[config.mk]
export PLATFORM = sky130hd
export DESIGN_NAME = lock_code_tx_flat
export DESIGN_NICKNAME = d
export VERILOG_FILES = /design/src/rtl/lock_pkg.sv /design/src/rtl/lock_code_tx_if.sv /design/src/rtl/lock_code_shreg.sv /design/src/rtl/lock_code_tx.sv /design/src/flat_wrapper.sv
export SDC_FILE = /design/constraint.sdc
export NUM_CORES = 1
export LEC_CHECK = 0
export CAP_MARGIN = 30
export CORE_UTILIZATION = 35
export CTS_CLUSTER_DIAMETER = 80
export CTS_CLUSTER_SIZE = 20
export DETAILED_ROUTE_END_ITERATION = 10
export SYNTH_ARGS = -nofsm -noshare
export SYNTH_HDL_FRONTEND = slang
export SYNTH_HIERARCHICAL = 1
export SYNTH_SLANG_ARGS = --single-unit
[constraint.sdc]
create_clock -name clk -period 1.85 [get_ports clk]
set_clock_uncertainty 0.1 [all_clocks]
set_input_delay 0.37 -clock clk [delete_from_list [all_inputs] [get_ports clk]]
set_output_delay 0.37 -clock clk [all_outputs]
set_load 0.02 [all_outputs]
[src/rtl/lock_pkg.sv]
// Shared definitions for the digital-lock serial datapath (transmitter and receiver).
package lock_pkg;

  typedef enum logic [1:0] {
    IDLE  = 2'd0,
    GUARD = 2'd1,
    SEND  = 2'd2,
    DONE  = 2'd3
  } lock_tx_state_t;

  localparam logic [3:0] LOCK_CODE_DEFAULT = 4'b0110;
  localparam logic       LOCK_IDLE_LEVEL   = 1'b1;

  // Largest of three values; used to size down-counters shared by several phases.
  function automatic int max3(input int a, input int b, input int c);
    int m;
    m = (a > b) ? a : b;
    return (m > c) ? m : c;
  endfunction

endpackage

[src/rtl/lock_code_tx_if.sv]
// Request/serial-line bundle between a code source and the lock code transmitter.
interface lock_code_tx_if #(
  parameter int CODE_W = 4
);
  logic              start;
  logic [CODE_W-1:0] code;
  logic              tx_bit;
  logic              busy;
  logic              done;

  // Requester side: issues start/code, observes the line and status.
  modport master (output start, output code, input tx_bit, input busy, input done);
  // Transmitter side.
  modport slave  (input start, input code, output tx_bit, output busy, output done);
endinterface

[src/rtl/lock_code_shreg.sv]
// Parallel-load, shift-left register; msb is the next bit to go out on the line.
module lock_code_shreg #(
  parameter int W = 4
) (
  input  logic         clk,
  input  logic         reset,
  input  logic         load,
  input  logic         shift,
  input  logic [W-1:0] din,
  output logic         msb
);

  logic [W-1:0] shreg_reg;

  // Load takes priority over shift; zeros fill from the right.
  always_ff @(posedge clk) begin
    if (reset) begin
      shreg_reg <= '0;
    end else if (load) begin
      shreg_reg <= din;
    end else if (shift) begin
      shreg_reg <= {shreg_reg[W-2:0], 1'b0};
    end
  end

  assign msb = shreg_reg[W-1];

endmodule

[src/rtl/lock_code_tx.sv]
// Serial code transmitter: guard run of idle-level bits, then the code MSB first,
// then a one-cycle done pulse. All outputs come straight from flops.
module lock_code_tx
  import lock_pkg::*;
#(
  parameter int   CODE_W     = 4,
  parameter int   GUARD_CYC  = 2,
  parameter logic IDLE_LEVEL = LOCK_IDLE_LEVEL
) (
  input  logic           clk,
  input  logic           reset,
  lock_code_tx_if.slave  bus
);

  localparam int CNT_W = $clog2(max3(CODE_W, GUARD_CYC, 2));

  lock_tx_state_t   state_reg;
  logic [CNT_W-1:0] cnt_reg;
  logic             tx_bit_reg;
  logic             busy_reg;
  logic             done_reg;

  logic              shreg_load;
  logic              shreg_shift;
  logic [CODE_W-1:0] shreg_din;
  logic              shreg_msb;

  // The shift register always holds the bits not yet placed on the line. With no
  // guard phase the MSB goes straight into tx_bit on the accepting edge, so it is
  // dropped from the loaded value.
  assign shreg_load  = (state_reg == IDLE) && bus.start;
  assign shreg_shift = ((state_reg == GUARD) && (cnt_reg == '0)) ||
                       ((state_reg == SEND)  && (cnt_reg != '0));
  assign shreg_din   = (GUARD_CYC == 0) ? {bus.code[CODE_W-2:0], 1'b0} : bus.code;

  lock_code_shreg #(.W(CODE_W)) u_shreg (
    .clk   (clk),
    .reset (reset),
    .load  (shreg_load),
    .shift (shreg_shift),
    .din   (shreg_din),
    .msb   (shreg_msb)
  );

  // Frame sequencer with registered Moore outputs; counters reload on each state entry.
  always_ff @(posedge clk) begin
    if (reset) begin
      state_reg  <= IDLE;
      cnt_reg    <= '0;
      tx_bit_reg <= IDLE_LEVEL;
      busy_reg   <= 1'b0;
      done_reg   <= 1'b0;
    end else begin
      case (state_reg)
        IDLE: begin
          tx_bit_reg <= IDLE_LEVEL;
          busy_reg   <= 1'b0;
          done_reg   <= 1'b0;
          if (bus.start) begin
            busy_reg <= 1'b1;
            if (GUARD_CYC > 0) begin
              state_reg <= GUARD;
              cnt_reg   <= CNT_W'(GUARD_CYC - 1);
            end else begin
              state_reg  <= SEND;
              cnt_reg    <= CNT_W'(CODE_W - 1);
              tx_bit_reg <= bus.code[CODE_W-1];
            end
          end
        end
        GUARD: begin
          if (cnt_reg == '0) begin
            state_reg  <= SEND;
            cnt_reg    <= CNT_W'(CODE_W - 1);
            tx_bit_reg <= shreg_msb;
          end else begin
            cnt_reg <= cnt_reg - 1'b1;
          end
        end
        SEND: begin
          if (cnt_reg == '0) begin
            state_reg  <= DONE;
            tx_bit_reg <= IDLE_LEVEL;
            done_reg   <= 1'b1;
          end else begin
            cnt_reg    <= cnt_reg - 1'b1;
            tx_bit_reg <= shreg_msb;
          end
        end
        DONE: begin
          state_reg  <= IDLE;
          tx_bit_reg <= IDLE_LEVEL;
          busy_reg   <= 1'b0;
          done_reg   <= 1'b0;
        end
        default: begin
          state_reg  <= IDLE;
          tx_bit_reg <= IDLE_LEVEL;
          busy_reg   <= 1'b0;
          done_reg   <= 1'b0;
        end
      endcase
    end
  end

  assign bus.tx_bit = tx_bit_reg;
  assign bus.busy   = busy_reg;
  assign bus.done   = done_reg;

endmodule

[src/flat_wrapper.sv]
// flat-port wrapper written by rule: the top's interface ports become plain ports
module lock_code_tx_flat import lock_pkg::*;
#(
  parameter int   CODE_W     = 4,
  parameter int   GUARD_CYC  = 2,
  parameter logic IDLE_LEVEL = LOCK_IDLE_LEVEL
)
  (clk, reset, bus_start, bus_code, bus_tx_bit, bus_busy, bus_done);
  lock_code_tx_if #(.CODE_W(CODE_W)) bus_i ();
  input  logic clk;
  input  logic reset;
  input wire logic [$bits(bus_i.start)-1:0] bus_start;
  input wire logic [$bits(bus_i.code)-1:0] bus_code;
  output wire logic [$bits(bus_i.tx_bit)-1:0] bus_tx_bit;
  output wire logic [$bits(bus_i.busy)-1:0] bus_busy;
  output wire logic [$bits(bus_i.done)-1:0] bus_done;
  assign bus_i.start = bus_start;
  assign bus_i.code = bus_code;
  assign bus_tx_bit = bus_i.tx_bit;
  assign bus_busy = bus_i.busy;
  assign bus_done = bus_i.done;
  lock_code_tx #(.CODE_W(CODE_W), .GUARD_CYC(GUARD_CYC), .IDLE_LEVEL(IDLE_LEVEL)) u_core (.clk(clk), .reset(reset), .bus(bus_i));
endmodule
# Word level (Yosys, flattened, before mapping)
# Cells that the tools add are included.
# Widths: inputs -> output; s select.
[classes]
add_sub_neg = 1
n_eq_ne = 7
muxes = 16
n_reduce_logical = 15
[op_table]
columns = ["cell", "count"]
rows = [
  ["$mux 2", 5],
  ["$mux 4", 2],
  ["$ne 2x2->1 const B", 4],
  ["$pmux 2 s4", 1],
  ["$reduce_bool 2->1", 4],
  ["$pmux 2 s3", 1],
  ["$reduce_and 3->1", 2],
  ["$eq 2x2->1 const B", 2],
  ["$logic_not 2->1", 2],
  ["$mux 1", 4],
  ["$pmux 1 s2", 2],
  ["$logic_and 1x1->1", 3],
  ["$pmux 1 s3", 1],
  ["$reduce_bool 3->1", 1],
  ["$eq 2x1->1 const B", 1],
  ["$reduce_and 2->1", 1],
  ["$reduce_or 2->1", 1],
  ["$sub 2x1->2 const B", 1],
  ["$logic_or 1x1->1", 1],
]
[word_totals]
reg_bits = 11
word_cells = 45
output_inout_bits = 3
in_bits = 7

# Longest topological paths before layout
[depth]
ltp_word = 5
depth_mapped = 6
ltp_nobuf = 6

# Modules after synthesis
# Netlist, hierarchy kept.
[by_module_without_submodules]
columns = ["module", "seq_area_each_um2", "n_inst", "area_per_inst_um2", "cells_each"]
rows = [
  ["lock_code_tx", 140.1, 1, 471.7, 53],
  ["lock_code_shreg", 80.1, 1, 172.7, 17],
]

# Worst setup path after synthesis
# OpenSTA, ideal clock, no wires.
[synth_timing]
path_type = "register to register"
from = "register u_core.state_reg[0]"
to = "register u_core.u_shreg.shreg_reg[0]"
synth_period_minus_slack_ns = 1.672
required_ns = 1.680
setup_time_ns = 0.070
stages_incl_launch_ff = 6
arrival_time_ns = 1.502
setup_slack_ns = 0.178
path_buffers = 0
path_cell_list = "dfxtp_1 inv_1 ha_1 mux2_2 or3b_1 a21oi_1"
[synth_between]
elab_chain_len = 4
elab_cells_between_ends = 9
cone_classes = "2 x eq/ne; 1 x mux; 6 x reduce/logical"
[synth_rtl]
columns = ["item", "line_no", "text"]
rows = [
  ["start, declared", "lock_code_tx.sv:17", "lock_tx_state_t state_reg;"],
  ["start signal, assigned", "lock_code_tx.sv:48", "state_reg <= IDLE;"],
  ["start signal, assigned", "lock_code_tx.sv:62", "state_reg <= GUARD;"],
  ["start signal, assigned", "lock_code_tx.sv:65", "state_reg <= SEND;"],
  ["$eq 2x1->1 / $eq 2x2->1 (equally long branches)", "lock_code_tx.sv:32, lock_code_tx.sv:33", ""],
  ["$logic_and 1x1->1, on equally long branches", "lock_code_tx.sv:32, lock_code_tx.sv:33", ""],
  ["$logic_or 1x1->1 (*)", "lock_code_tx.sv:32", "assign shreg_shift = ((state_reg == GUARD) && (cnt_reg == '0)) ||"],
  ["net u_core.shreg_shift", "lock_code_tx.sv:24", "logic shreg_shift;"],
  ["$reduce_bool 2->1 (no source line) (*)", "-", ""],
  ["end signal, assigned", "lock_code_shreg.sv:20", "shreg_reg <= din;"],
  ["end signal, assigned", "lock_code_shreg.sv:22", "shreg_reg <= {shreg_reg[W-2:0], 1'b0};"],
  ["end, declared", "lock_code_shreg.sv:13", "logic [W-1:0] shreg_reg;"],
]
# The timed path passes the listed nets; every way through them passes the cells marked *.
# A chain may end at the register's enable or synchronous reset.

# Worst setup path in the final report
[layout_timing]
from = "register u_core.state_reg[1]"
to = "register u_core.u_shreg.shreg_reg[0]"
# Same word-level chain as after synthesis.

==> metrics.md <==
| Metric | Value |
|---|---|
| Run status | `completed` |
| Share of cell area taken by muxes after synthesis | `0.0951` |
| Count of cell types in the netlist | `23` |
| Placed wire-length estimate after detailed placement | `923 µm` |
| Maximum number of pins on one net before global-route repair | `12` |
| Endpoint of the worst hold path | `u_core/bus.tx_bit` |
| Die Footprint | `0.00202 mm²` |
| Root cell of the clock tree | `clkbuf_4` |
| Reg-to-reg critical path endpoint | `u_core/u_shreg/shreg_reg[0]` |
| Largest family of logic cells by synthesized area | `simple AND/OR/NAND/NOR gates` |
| Cell breakdown of the critical path | `inv_1 -> ha_1 -> mux2_2 -> or3b_1 -> a21oi_1` |
| Quantity of hold-fixing buffers added after cts | `0` |
| Compound-cell area share of the yosys netlist | `0.153` |
| Final critical-path required period | `1700 ps` |
| Fin nets | `102` |
| Syn_nets | `85` |
| Floorplan die width | `44.9 µm` |
| Number of ports placed on the die boundary | `10` |
| Fraction of layout cells with a size suffix above 1 | `0.140` |
| Worst hold start | `u_core/u_shreg/shreg_reg[3]` |
| Reg clk slew, reported paths | `70 ps` |
| Setup-failing EPs final | `0` |
| Synthesis-to-layout area growth | `26.8%` |
| Data required time at the worst endpoint | `1950 ps` |
| Critical Path Source Type | `flip-flop` |
| MaxCap Viol Count | `0` |
| Fin Setup TNS | `0 ps` |
| Clock tree from TritonCTS | `done` |
| Slowest CP cell | `dfxtp_1` |
| Global-route congestion overflow total | `0` |
| Minimum hold slack | `371 ps` |
| Element type at the critical path end | `flip-flop` |
| Buffers plus inverters on the worst setup path | `1` |
| Xor/xnor share of the synthesized area | `0` |
| Ys Warns | `6` |
| Initial Utilization | `0.373` |
| CTS max path bufs | `2` |
| IO buf count | `9` |
| Number of flip-flops in the largest register | `4` |
| Hold Path Stages | `2` |
| Die height | `44.9 µm` |
| Initial antenna violation count | `0` |
| Crit path largest cell delay | `380 ps` |
| Most frequent cells in the layout | `dfxtp_1, clkdlybuf4s50_1, inv_1, ha_1` |
| Detail-routed net length per standard cell | `11.0 µm` |
| TritonCTS buffer count | `3` |
| Maximum fanout along the worst path | `4` |
| Overall fraction of global-route tracks in use | `0.151` |
| Instance count on the critical path | `5` |
| Power density over the cells | `1620 mW/mm²` |
| Worst reg2reg path depth | `5` |
| DRC errors left | `0` |
| Data arrival time of the worst path | `1800 ps` |
| Tightest slew margin relative to the limit | `0.714` |
| Residual antenna-violating net count after detailed routing | `0` |
| Latest clock arrival within the worst-skew pair | `270 ps` |
| Core footprint | `0.00173 mm²` |
| Synth Area in Adders | `0.155` |
| Row count | `15` |
| Total number of H-tree levels | `1` |
| Number of endpoints with negative hold slack in the final report | `0` |
| Critical path type | `reg -> reg` |
| WL final | `1230 µm` |
| Worst IR Drop VDD | `0.722 mV` |
| Netlist Area Pre-Place | `644 µm²` |
| Hold/Removal Path Class | `reg -> reg` |
| Final core area utilization | `0.473` |
| Detailed-route via count | `524` |
| Simple-gate share of the synthesized area | `0.214` |
| Setup Buffers After CTS | `0` |
| TritonRoute pass-1 iters | `4` |
| Achievable clock frequency | `587 MHz` |
| Number of pins with negative max-slew slack in the final report | `0` |
| Sequential cell area fraction in the yosys report | `0.342` |
| Setup repair after global routing missed its margin | `false` |
| Part of the cycle the worst path needs | `0.921` |
| Origin of the critical flop-to-flop path | `u_core/state_reg[1]` |
| First-pass GRT wire length | `2080 µm` |
| Initial DRC count | `5` |
| Vias per cell | `4.72` |
| Mapped Cells | `70` |
| Number of synthesized register bits | `11` |
| Number of antenna repair diodes | `0` |
| Transition at the pin with the smallest max-transition slack | `428 ps` |
| Category of cells accounting for the largest share of critical-path delay | `flip-flops` |
| # resized after CTS | `0` |
| Placer's final routability congestion estimate | `0.776` |
| Synth Area per Inst | `9.21 µm²` |
| Via count of the first global-routing pass | `500` |
| Commonest non-fill, non-tap cell in the layout | `dfxtp_1` |
| Leakage power | `0.000326 µW` |
| Sinks on Clock Net | `11` |
| Flop-to-flop setup slack | `150 ps` |
==> where the power goes <==
part           internal [µW]  total, µW  switching (µW)
Sequential               321        366            45.0
Combinational            382        789             407
Clock                   83.5        165            82.0
Total                    786       1320             534
==> tightest hold or removal path, cell delays in order (launching register included) <==
cell,delay [ps]
dfxtp_1,330
o21ai_1,70
nand2_1,40
==> area by class of cell <==
cell class	count	area, µm²
inverter	7	26.3
fill	192	910
clock buffer	4	26.3
multi-input combinational	52	400
tap	25	31.3
sequential	11	220
timing repair buffer	12	113
==> cell families (layout without fill, tap and decap cells) <==
kind of cell    Yosys count  count (layout)
buf+inv                   7              23
simple gates             23              23
fa+ha+maj                 8               8
mux                       6               6
compound gates           15              15
flops                    11              11
==> synthesized netlist by cell type <==
library cell	n	area (µm²)
or3b_1	1	8.76
or3_4	1	11.3
mux2i_1	5	50.1
and2_1	1	6.26
a21oi_1	6	30.0
a311oi_1	1	8.76
nor3b_1	1	7.51
nor2b_1	4	25.0
nor2b_2	1	8.76
nor2b_4	1	13.8
a21o_1	1	7.51
a211oi_2	1	12.5
a211oi_1	4	30.0
nor3_1	2	10.0
mux2_2	1	11.3
inv_1	7	26.3
ha_1	8	100
or3_1	1	6.26
dfxtp_1	11	220
nor4_1	1	6.26
o21ai_1	2	10.0
nor2_1	6	22.5
nand2_1	3	11.3
==> stage by stage <==
stage	cell area, µm²	instances	setup WS (ps)	total power, µW
2_1_floorplan	644	70	178	934
3_3_place_gp	788	107	96.4	1150
3_5_place_dp	788	107	87.7	1150
4_1_cts	815	111	123	1330
5_1_grt	817	111	1.88	1440
6_report	817	111	146	1320
==> metal layers <==
metal	up-vias	routed length, µm	GRT usage	part of all wire
li1	277	-	-	-
met1	235	632	0.190	0.52
met2	10	545	0.224	0.44
met3	2	39	0.0240	0.032
met4	0	9	0.127	0.0073
met5	-	0	0	0
==> worst max-delay path by stage <==
stage	startpoint	endpoint	slack, ps
floorplan	u_core/state_reg[0]	u_core/u_shreg/shreg_reg[0]	180
global placement	bus_start	u_core/state_reg[1]	100
detailed placement	bus_start	u_core/state_reg[1]	90
CTS	u_core/state_reg[0]	u_core/u_shreg/shreg_reg[0]	120
global route	u_core/state_reg[1]	u_core/cnt_reg[0]	2
finish	u_core/state_reg[1]	u_core/u_shreg/shreg_reg[0]	150
Power figures use the tool's default switching activity.
